`config.mk`:
```
export PLATFORM = sky130hd
export DESIGN_NAME = inter_slave_flat
export DESIGN_NICKNAME = d
export VERILOG_FILES = /design/src/rtl/inter_slave_if.sv /design/src/rtl/inter_slave.sv /design/src/flat_wrapper.sv
export SDC_FILE = /design/constraint.sdc
export NUM_CORES = 1
export LEC_CHECK = 0
export ABC_CLOCK_PERIOD_IN_PS = 5000
export CORE_ASPECT_RATIO = 1.5
export CORE_MARGIN = 2
export CORE_UTILIZATION = 50
export DETAILED_ROUTE_END_ITERATION = 8
export HOLD_SLACK_MARGIN = 0.03
export PLACE_DENSITY = 0.74
export RECOVER_POWER = 100
export SKIP_CTS_REPAIR_TIMING = 1
export SKIP_LAST_GASP = 1
export SYNTH_ARGS = -nofsm -noshare
export SYNTH_HDL_FRONTEND = slang
export SYNTH_SLANG_ARGS = --single-unit
```
`constraint.sdc`:
```
create_clock -name clk -period 5 [get_ports clk]
set_clock_uncertainty 0.15 [all_clocks]
set_input_delay 1.25 -clock clk [delete_from_list [all_inputs] [get_ports clk]]
set_output_delay 1.25 -clock clk [all_outputs]
set_load 0.01 [all_outputs]
```
`src/rtl/inter_slave_if.sv`:
```
// inter_slave_if: valid/ready write-beat bus between interconnect and slave.
// Signals: valid, addr[2:0], value[2:0] (master->slave), ready (slave->master).
interface inter_slave_if;
  logic       valid;
  logic [2:0] addr;
  logic [2:0] value;
  logic       ready;

  modport master (
    output valid,
    output addr,
    output value,
    input  ready
  );

  modport slave (
    input  valid,
    input  addr,
    input  value,
    output ready
  );
endinterface

```
`src/rtl/inter_slave.sv`:
```
// inter_slave: wait-state slave responder committing beats into an 8x3 regfile.
// Ports: clk, rst_n, bus (valid/addr/value/ready), rd_addr/rd_data, wr_done, xfer_cnt.
// Build option INTER_SLAVE_ACCUM_EN: commits add value into the entry (mod 8).
module inter_slave #(
  parameter int unsigned WAIT_CYC = 2
) (
  input  logic         clk,
  input  logic         rst_n,
  inter_slave_if.slave bus,
  input  logic [2:0]   rd_addr,
  output logic [2:0]   rd_data,
  output logic         wr_done,
  output logic [7:0]   xfer_cnt
);

  localparam logic [1:0] S_IDLE = 2'd0;
  localparam logic [1:0] S_WAIT = 2'd1;
  localparam logic [1:0] S_RDY  = 2'd2;

  localparam logic [2:0] CNT_INIT =
    (WAIT_CYC == 0) ? 3'd0 : 3'(WAIT_CYC - 1);

  logic [1:0] state;
  logic [2:0] cnt;
  logic       rdy_q;
  logic       commit;
  logic [2:0] wr_val;
  logic [2:0] mem [8];

  assign bus.ready = rdy_q;

  // ready is only ever high in RDY, so this is the handshake edge
  assign commit = (state == S_RDY) && bus.valid && rdy_q;

`ifdef INTER_SLAVE_ACCUM_EN
  assign wr_val = mem[bus.addr] + bus.value;
`else
  assign wr_val = bus.value;
`endif

  always_ff @(posedge clk or negedge rst_n) begin
    if (!rst_n) begin
      state    <= S_IDLE;
      cnt      <= 3'd0;
      rdy_q    <= 1'b0;
      wr_done  <= 1'b0;
      xfer_cnt <= 8'd0;
    end else begin
      wr_done <= 1'b0;
      unique case (state)
        S_IDLE: begin
          rdy_q <= 1'b0;
          if (bus.valid) begin
            if (WAIT_CYC == 0) begin
              state <= S_RDY;
              rdy_q <= 1'b1;
            end else begin
              state <= S_WAIT;
              cnt   <= CNT_INIT;
            end
          end
        end
        S_WAIT: begin
          if (!bus.valid) begin
            state <= S_IDLE;
          end else if (cnt == 3'd0) begin
            state <= S_RDY;
            rdy_q <= 1'b1;
          end else begin
            cnt <= cnt - 3'd1;
          end
        end
        S_RDY: begin
          // a beat still held high must restart the wait sequence
          state <= S_IDLE;
          rdy_q <= 1'b0;
          if (commit) begin
            wr_done  <= 1'b1;
            xfer_cnt <= xfer_cnt + 8'd1;
          end
        end
        default: begin
          state <= S_IDLE;
          rdy_q <= 1'b0;
        end
      endcase
    end
  end

  // read uses pre-edge contents: same-edge write shows up next cycle
  always_ff @(posedge clk or negedge rst_n) begin
    if (!rst_n) begin
      rd_data <= 3'd0;
      for (int i = 0; i < 8; i++) begin
        mem[i] <= 3'd0;
      end
    end else begin
      rd_data <= mem[rd_addr];
      if (commit) begin
        mem[bus.addr] <= wr_val;
      end
    end
  end

endmodule

```
`src/flat_wrapper.sv`:
```
// flat-port wrapper written by rule: the top's interface ports become plain ports
module inter_slave_flat 
#(
  parameter int unsigned WAIT_CYC = 2
)
  (clk, rst_n, rd_addr, rd_data, wr_done, xfer_cnt, bus_valid, bus_addr, bus_value, bus_ready);
  inter_slave_if bus_i ();
  input  logic clk;
  input  logic rst_n;
  input  logic [2:0] rd_addr;
  output logic [2:0] rd_data;
  output logic wr_done;
  output logic [7:0] xfer_cnt;
  input wire logic [$bits(bus_i.valid)-1:0] bus_valid;
  input wire logic [$bits(bus_i.addr)-1:0] bus_addr;
  input wire logic [$bits(bus_i.value)-1:0] bus_value;
  output wire logic [$bits(bus_i.ready)-1:0] bus_ready;
  assign bus_i.valid = bus_valid;
  assign bus_i.addr = bus_addr;
  assign bus_i.value = bus_value;
  assign bus_ready = bus_i.ready;
  inter_slave #(.WAIT_CYC(WAIT_CYC)) u_core (.clk(clk), .rst_n(rst_n), .bus(bus_i), .rd_addr(rd_addr), .rd_data(rd_data), .wr_done(wr_done), .xfer_cnt(xfer_cnt));
endmodule
```
==> impl_summary.log, run 1 <==
INFO  metric floorplan.initialDensity = 51.82%
INFO  metric die_x = 54.21 um
INFO  metric yosysWarningCount = 0
INFO  metric overflow = 0
INFO  metric synth_edf_count = 0
INFO  metric required = roughly 5000 ps
INFO  metric dieArea = 4299 sq um
INFO  metric critPathTopFamily = simple AND/OR/NAND/NOR gates
INFO  metric setup_viol = 0
INFO  metric preCtsSetupSlack = ~1700 ps
INFO  metric clk_latency_worst_skew_pair = between 200 and 300 ps
INFO  metric cp-end-kind = register
INFO  metric synth-seq-cells = 42
INFO  metric min_clock_period_post_route = roughly 3100 ps
INFO  metric synth_area = 1891 sq um
INFO  metric cts_buffer_depth = 2
INFO  metric number_of_violations_of_the_max_capacitance_limit = 1
INFO  metric mostFrequentLayoutCells = dfrtp_1 (42), mux2_2 (27), dlygate4sd3_1 (15)
INFO  metric non_filler_cells_final = between 200 and 250
INFO  metric htree_num_levels = 2
INFO  metric violations = max-capacitance violations, max-slew violations
INFO  metric wirelength = 3.719 mm
INFO  metric finalNetCount = between 150 and 200
INFO  metric vias_per_cell = 5.702
INFO  metric layout-area-overhead-vs-synth = 19.39%
INFO  metric placement_rows = 27
INFO  metric yosysTopAreaCellShare = between 50% and 60%
INFO  metric layout.cells.most_common = dfrtp_1
INFO  metric ioPinCount = 25
INFO  metric tritoncts = yes
INFO  metric dominantRegCellSynth = dfrtp_1
INFO  metric power.static_leakage = 1.104 nW
INFO  metric critical_path.n_buffers_inverters = 1
INFO  metric final_hold_fails = 0
INFO  metric maxSlewViolCount = 43
INFO  metric antenna_cells = 0
INFO  metric total_placed_cells_including_tap_cells = between 150 and 200
INFO  metric die_y = 79.31 um
INFO  metric grt_max_degree = 43
INFO  metric grt_pass1_wl = approximately 6.3 mm
INFO  metric final.setup.tns = 0 ps
INFO  metric cp-start-kind = primary input
INFO  metric criticalPathCategory = in2reg
INFO  metric cts-root-buf = clkbuf_8
INFO  metric timing.critical_path.slowest_cell_delay = 630 ps
INFO  metric synth_nets = 147
INFO  metric proportion_of_synthesized_chip_area_in_sequential_cells = 55.59%
INFO  metric post-route-period-util = between 60% and 70%
INFO  metric hold_ws = 320.8 ps
INFO  metric highest_delay_cell_along_the_critical_path = nor4b_1
INFO  metric cts-buffers-inserted = 5
INFO  metric antenna_violating_nets_post_route = 0
INFO  metric hpwlAfterDp = around 2.8 mm
INFO  metric ys_async_sr_fraction = 100.0%
INFO  metric routed_wire_length_per_instance = approximately 18 um
INFO  metric num_vias = about 1200
INFO  metric drc = 0
INFO  metric post_synth_inst_count = 132
INFO  metric clock.fmax = 320.0 MHz
INFO  metric firstDrtPassIters = 4
INFO  metric grt_antenna_before_repair = 0
INFO  metric clock-sinks = 42
INFO  metric gp_routability_congestion = 0.7106
INFO  metric worst_slew_margin_rel = -45.63%
INFO  metric grt_util_all_layers = 20.83%
INFO  metric synth_area_leader_cell = dfrtp_1
INFO  metric arrival = around 3200 ps
INFO  metric outcome = finished with violations
INFO  metric drive_gt1_share = 26.54%
INFO  metric hp-class = reg2reg
INFO  metric grt_setup_unrepaired = no
INFO  metric drt-initial-drc-count = 25
INFO  metric cts.reportedPaths.clkPinSlew = around 80 ps
INFO  metric finalCoreUtilization = approximately three fifths
INFO  metric critPathMaxFanout = 7
INFO  metric minimum_setup_slack_in_the_final_design = 1875 ps
INFO  metric vdd_ir_drop_max = between 0.2 and 0.3 mV
INFO  metric synth.avg_cell_area = 14.32 sq um
INFO  metric io_buffers = 24
INFO  metric power_density_over_the_cells = 330.8 nW/um^2
INFO  metric ys_types = 30
INFO  metric synth_top_cells_by_area = dfrtp_1 (56%), mux2_2 (16%), mux4_2 (7.1%)
INFO  metric worstPathCellList = dlygate4sd3_1, nand4b_1, nor4b_1, mux2_2
INFO  metric fp.coreArea = ~3600 sq um
INFO  metric tightest_slew = 2184 ps
INFO  metric first_global_vias = 1269
worst reg2reg max path, cell delays in order, from the launching register on:
cell and delay, ps:
dfrtp_1 460, nand4b_1 380, nor4b_1 630, mux2_2 410
metal layers:
layer / part of all wire [%] / wire length (um) / vias up / global-route usage [%]
met5: 0 / 0 / - / 0
met4: 1.9 / 72 / 0 / 9.250
met3: 4.3 / 160 / 5 / 5.827
met1: 39 / 1446 / 590 / 24.65
met2: 55 / 2040 / 29 / 34.10
li1: - / - / 545 / -
report_power, final:
group,total [W],switching [W],internal [W]
Sequential,0.000381,0.0000210,0.000360
Clock,0.000258,0.000109,0.000149
Combinational,0.000107,0.0000547,0.0000523
Total,0.000747,0.000185,0.000562
flip-flops by register name (all words and copies together) (netlist names):
name and count:
u_core.bus.ready 1, u_core.cnt 3, u_core.mem 24, u_core.rd_data 3, u_core.state 2, u_core.wr_done 1, u_core.xfer_cnt 8
area by class of cell:
cell class / instances / area [sq um]
Fill cell: 289 / 1391
Clock buffer: 7 / 76.32
Timing Repair Buffer: 24 / 234.0
Inverter: 4 / 15.01
Multi-Input combinational cell: 84 / 797.0
Sequential cell: 42 / 1051
Clock inverter: 1 / 30.03
Tap cell: 43 / 53.80
cells by family (layout without fill, tap and decap cells):
family / after synthesis / count (layout) / synth area share (%)
xor+xnor: 7 / 7 / 3.243
simple gates: 34 / 34 / 11.91
buf+inv: 6 / 36 / 1.257
mux: 33 / 33 / 23.23
compound gates: 7 / 7 / 2.780
fa+ha+maj: 3 / 3 / 1.986
flops: 42 / 42 / 55.59
cells in the mapped netlist (all sizes together) (2+ instances only):
cell type,n
a21oi,2
a22o,2
and3,3
and4b,2
dfrtp,42
ha,3
inv,4
mux2,27
mux4,6
nand2,7
nand3,4
nand3b,2
nand4,2
nor2,3
nor2b,2
nor3,2
xnor2,7
through the flow:
step                      power (W)  instance area [sq um]
after CTS                 0.0007599                   2277
after floorplan           0.0004489                   1891
after detailed placement  0.0005004                   2171
final                     0.0007466                   2257
after global routing      0.0007831                   2257
after global placement    0.0004885                   2171
path summary, 6_finish.rpt:
path | from | to | slack (ps) | cells after the start
worst max-delay path | bus_valid | u_core.mem[17] | 1870 | 4
worst min-delay path | u_core.xfer_cnt[7] | u_core.xfer_cnt[7] | 320 | 1
worst max register to register | u_core.state[0] | u_core.mem[17] | 2870 | 3
worst min register to register | u_core.xfer_cnt[7] | u_core.xfer_cnt[7] | 320 | 1
max in group asynchronous | rst_n | u_core.mem[12] | 2010 | 1
min in group asynchronous | rst_n | u_core.xfer_cnt[7] | 1440 | 1
(Power assumes the default switching activity.)
==> inputs of run 2 (changes only) <==
Settings changed: ABC_CLOCK_PERIOD_IN_PS 5000 to 2600, CORE_UTILIZATION 50 to 49, PLACE_DENSITY 0.74 to 0.76.
Clock period 5 ns to 2.6 ns, I/O delays scaled along.
==> run 2 against run 1 <==
- the flow now finishes without violations
- routed wire length shrank 7.1%
- final cell count grew 2.4%
- sequential cell count unchanged
- hold slack improved by 7.7 ps
- critical path depth did not move
- die area increased by 1.9%
- sequential share of layout area fell by 0.61 points
- sequential power is 93% higher
- critical endpoint is now u_core.mem[18]
- register-to-register slack worse by 2200 ps
- largest cell class unchanged
==> impl_summary.log, run 2 (synthesized netlist as in run 1, its figures left out) <==
INFO  metric clk_latency_worst_skew_pair = 290 ps
INFO  metric required = 2620 ps
INFO  metric setup_viol = 0
INFO  metric timing.rr.end = u_core.mem[18]
INFO  metric criticalPathCategory = in2reg
INFO  metric final_hold_fails = 0
INFO  metric maxSlewViolCount = 0
INFO  metric ioPinCount = 25
INFO  metric mostFrequentLayoutCells = dfrtp_1 (42), mux2_2 (27), dlygate4sd3_1 (16)
INFO  metric cts-root-buf = clkbuf_8
INFO  metric firstDrtPassIters = 4
INFO  metric number_of_violations_of_the_max_capacitance_limit = 0
INFO  metric drive_gt1_share = 26.35%
INFO  metric worst-r2r-cell-count = 3
INFO  metric total_placed_cells_including_tap_cells = 202
INFO  metric hold_path_startpoint = u_core.xfer_cnt[7]
INFO  metric num_vias = 1201
INFO  metric timing.rr.start = u_core.state[0]
INFO  metric hold_depth = 1
INFO  metric gp_routability_congestion = 0.8977
INFO  metric power_density_over_the_cells = 578.3 nW/um^2
INFO  metric cts.reportedPaths.clkPinSlew = approximately 70 ps
INFO  metric tritoncts = yes
INFO  metric critPathMaxFanout = 7
INFO  metric post-route-period-util = 90.22%
INFO  metric cts_buffer_depth = 2
INFO  metric top_registers = u_core.mem (24), u_core.xfer_cnt (8)
INFO  metric timing.critical_path.slowest_cell_delay = roughly 630 ps
INFO  metric final.setup.tns = 0 ps
INFO  metric layout-area-overhead-vs-synth = 20.98%
INFO  metric vias_per_cell = roughly 5.7
INFO  metric hp-class = reg2reg
INFO  metric antenna_violating_nets_post_route = 0
INFO  metric hold_ws = around 330 ps
INFO  metric grt_max_degree = 21
INFO  metric drc = 0
INFO  metric outcome = finished clean
INFO  metric worstHoldEndpoint = u_core.xfer_cnt[7]
INFO  metric overflow = 0
INFO  metric worst_slew_margin_rel = 29.93%
INFO  metric cts-buffers-inserted = 5
INFO  metric multi_input_area = 812.0 sq um
INFO  metric layout.cells.most_common = dfrtp_1
INFO  metric die_x = 54.72 um
INFO  metric worstPathCellList = dlygate4sd3_1, nand4b_4, or4b_1, mux2_2
INFO  metric wirelength = 3.456 mm
INFO  metric finalCoreUtilization = 62.11%
INFO  metric floorplan.initialDensity = 51.34%
INFO  metric non_filler_cells_final = 210
INFO  metric drt-initial-drc-count = 18
INFO  metric cp-end-kind = register
INFO  metric highest_delay_cell_along_the_critical_path = dlygate4sd3_1
INFO  metric arrival = 2370 ps
INFO  metric grt_antenna_before_repair = 0
INFO  metric routed_wire_length_per_instance = 16.46 um
INFO  metric finalNetCount = 182
INFO  metric clock-sinks = 42
INFO  metric top_reg_by_flops = u_core.mem
INFO  metric min_clock_period_post_route = 2346 ps
INFO  metric htree_num_levels = 2
INFO  metric die_y = ~80 um
INFO  metric antenna_cells = 0
INFO  metric fillCellCount = around 310
INFO  metric cp-start-kind = primary input
INFO  metric hpwlAfterDp = between 2 and 3 mm
INFO  metric largest_register_ff_count = 24
INFO  metric placement_rows = 27
INFO  metric io_buffers = 24
INFO  metric first_global_vias = 1238
INFO  metric grt_setup_unrepaired = no
INFO  metric fp.coreArea = 3682 sq um
INFO  metric regArea = 1051 sq um
INFO  metric clock.fmax = 426.3 MHz
INFO  metric dieArea = 4381 sq um
INFO  metric totalPowerFinal = around 0.0013 W
INFO  metric vdd_ir_drop_max = 0.5410 mV
INFO  metric grt_util_all_layers = 19.50%
INFO  metric grt_pass1_wl = 6.016 mm
INFO  metric tightest_slew = 1051 ps
INFO  metric regToRegSetupSlack = approximately 710 ps
INFO  metric power.static_leakage = 1.146 nW
==> run 2: where the power goes <==
part / internal, W / switching [W]
clock: 0.000185 / 0.000198
combinational: 0.000107 / 0.0000982
sequential: 0.000693 / 0.0000422
==> run 2: routing by layer <==
layer	GRT usage [%]	routed length [um]
met1	25.25	1450
met2	29.76	1773
met3	5.948	166
met4	8.000	65
met5	0	0
==> run 2: stage by stage <==
step                      worst slack, ps  instance area, sq um
after floorplan                     557.3                  1891
after global placement              112.8                  2221
after detailed placement            68.16                  2221
after CTS                           382.8                  2297
after global routing                184.3                  2287
final                               254.3                  2287
==> run 2: critical path, delay by kind of cell <==
kind	cells	cell delay, ps
and+or+nand+nor	2	780
buffers and inverters	1	630
muxes	1	310
==> run 2: final cells by class <==
type	count	share of cell area [%]
inverters	4	0.6565
well taps	43	2.352
flip-flops and latches	42	45.95
repair buffers	30	12.20
clock buffers	7	3.337
multi-input cells	84	35.50
==> run 2: worst max-delay path by stage <==
stage | from | end | slack, ps | cells past startpoint
2_1_floorplan | rd_addr[1] | u_core.rd_data[0] | 560 | 3
3_3_place_gp | bus_valid | u_core.mem[15] | 110 | 5
3_5_place_dp | bus_valid | u_core.mem[18] | 70 | 4
4_1_cts | bus_valid | u_core.mem[18] | 380 | 4
5_1_grt | bus_valid | u_core.xfer_cnt[7] | 180 | 6
6_report | bus_valid | u_core.mem[18] | 250 | 4
==> inputs of run 3 (changes only) <==
Settings changed: GPL_ROUTABILITY_DRIVEN from default to 0.
==> results of run 3 <==
The final DEF is identical to that of run 2; final timing and power are the same.
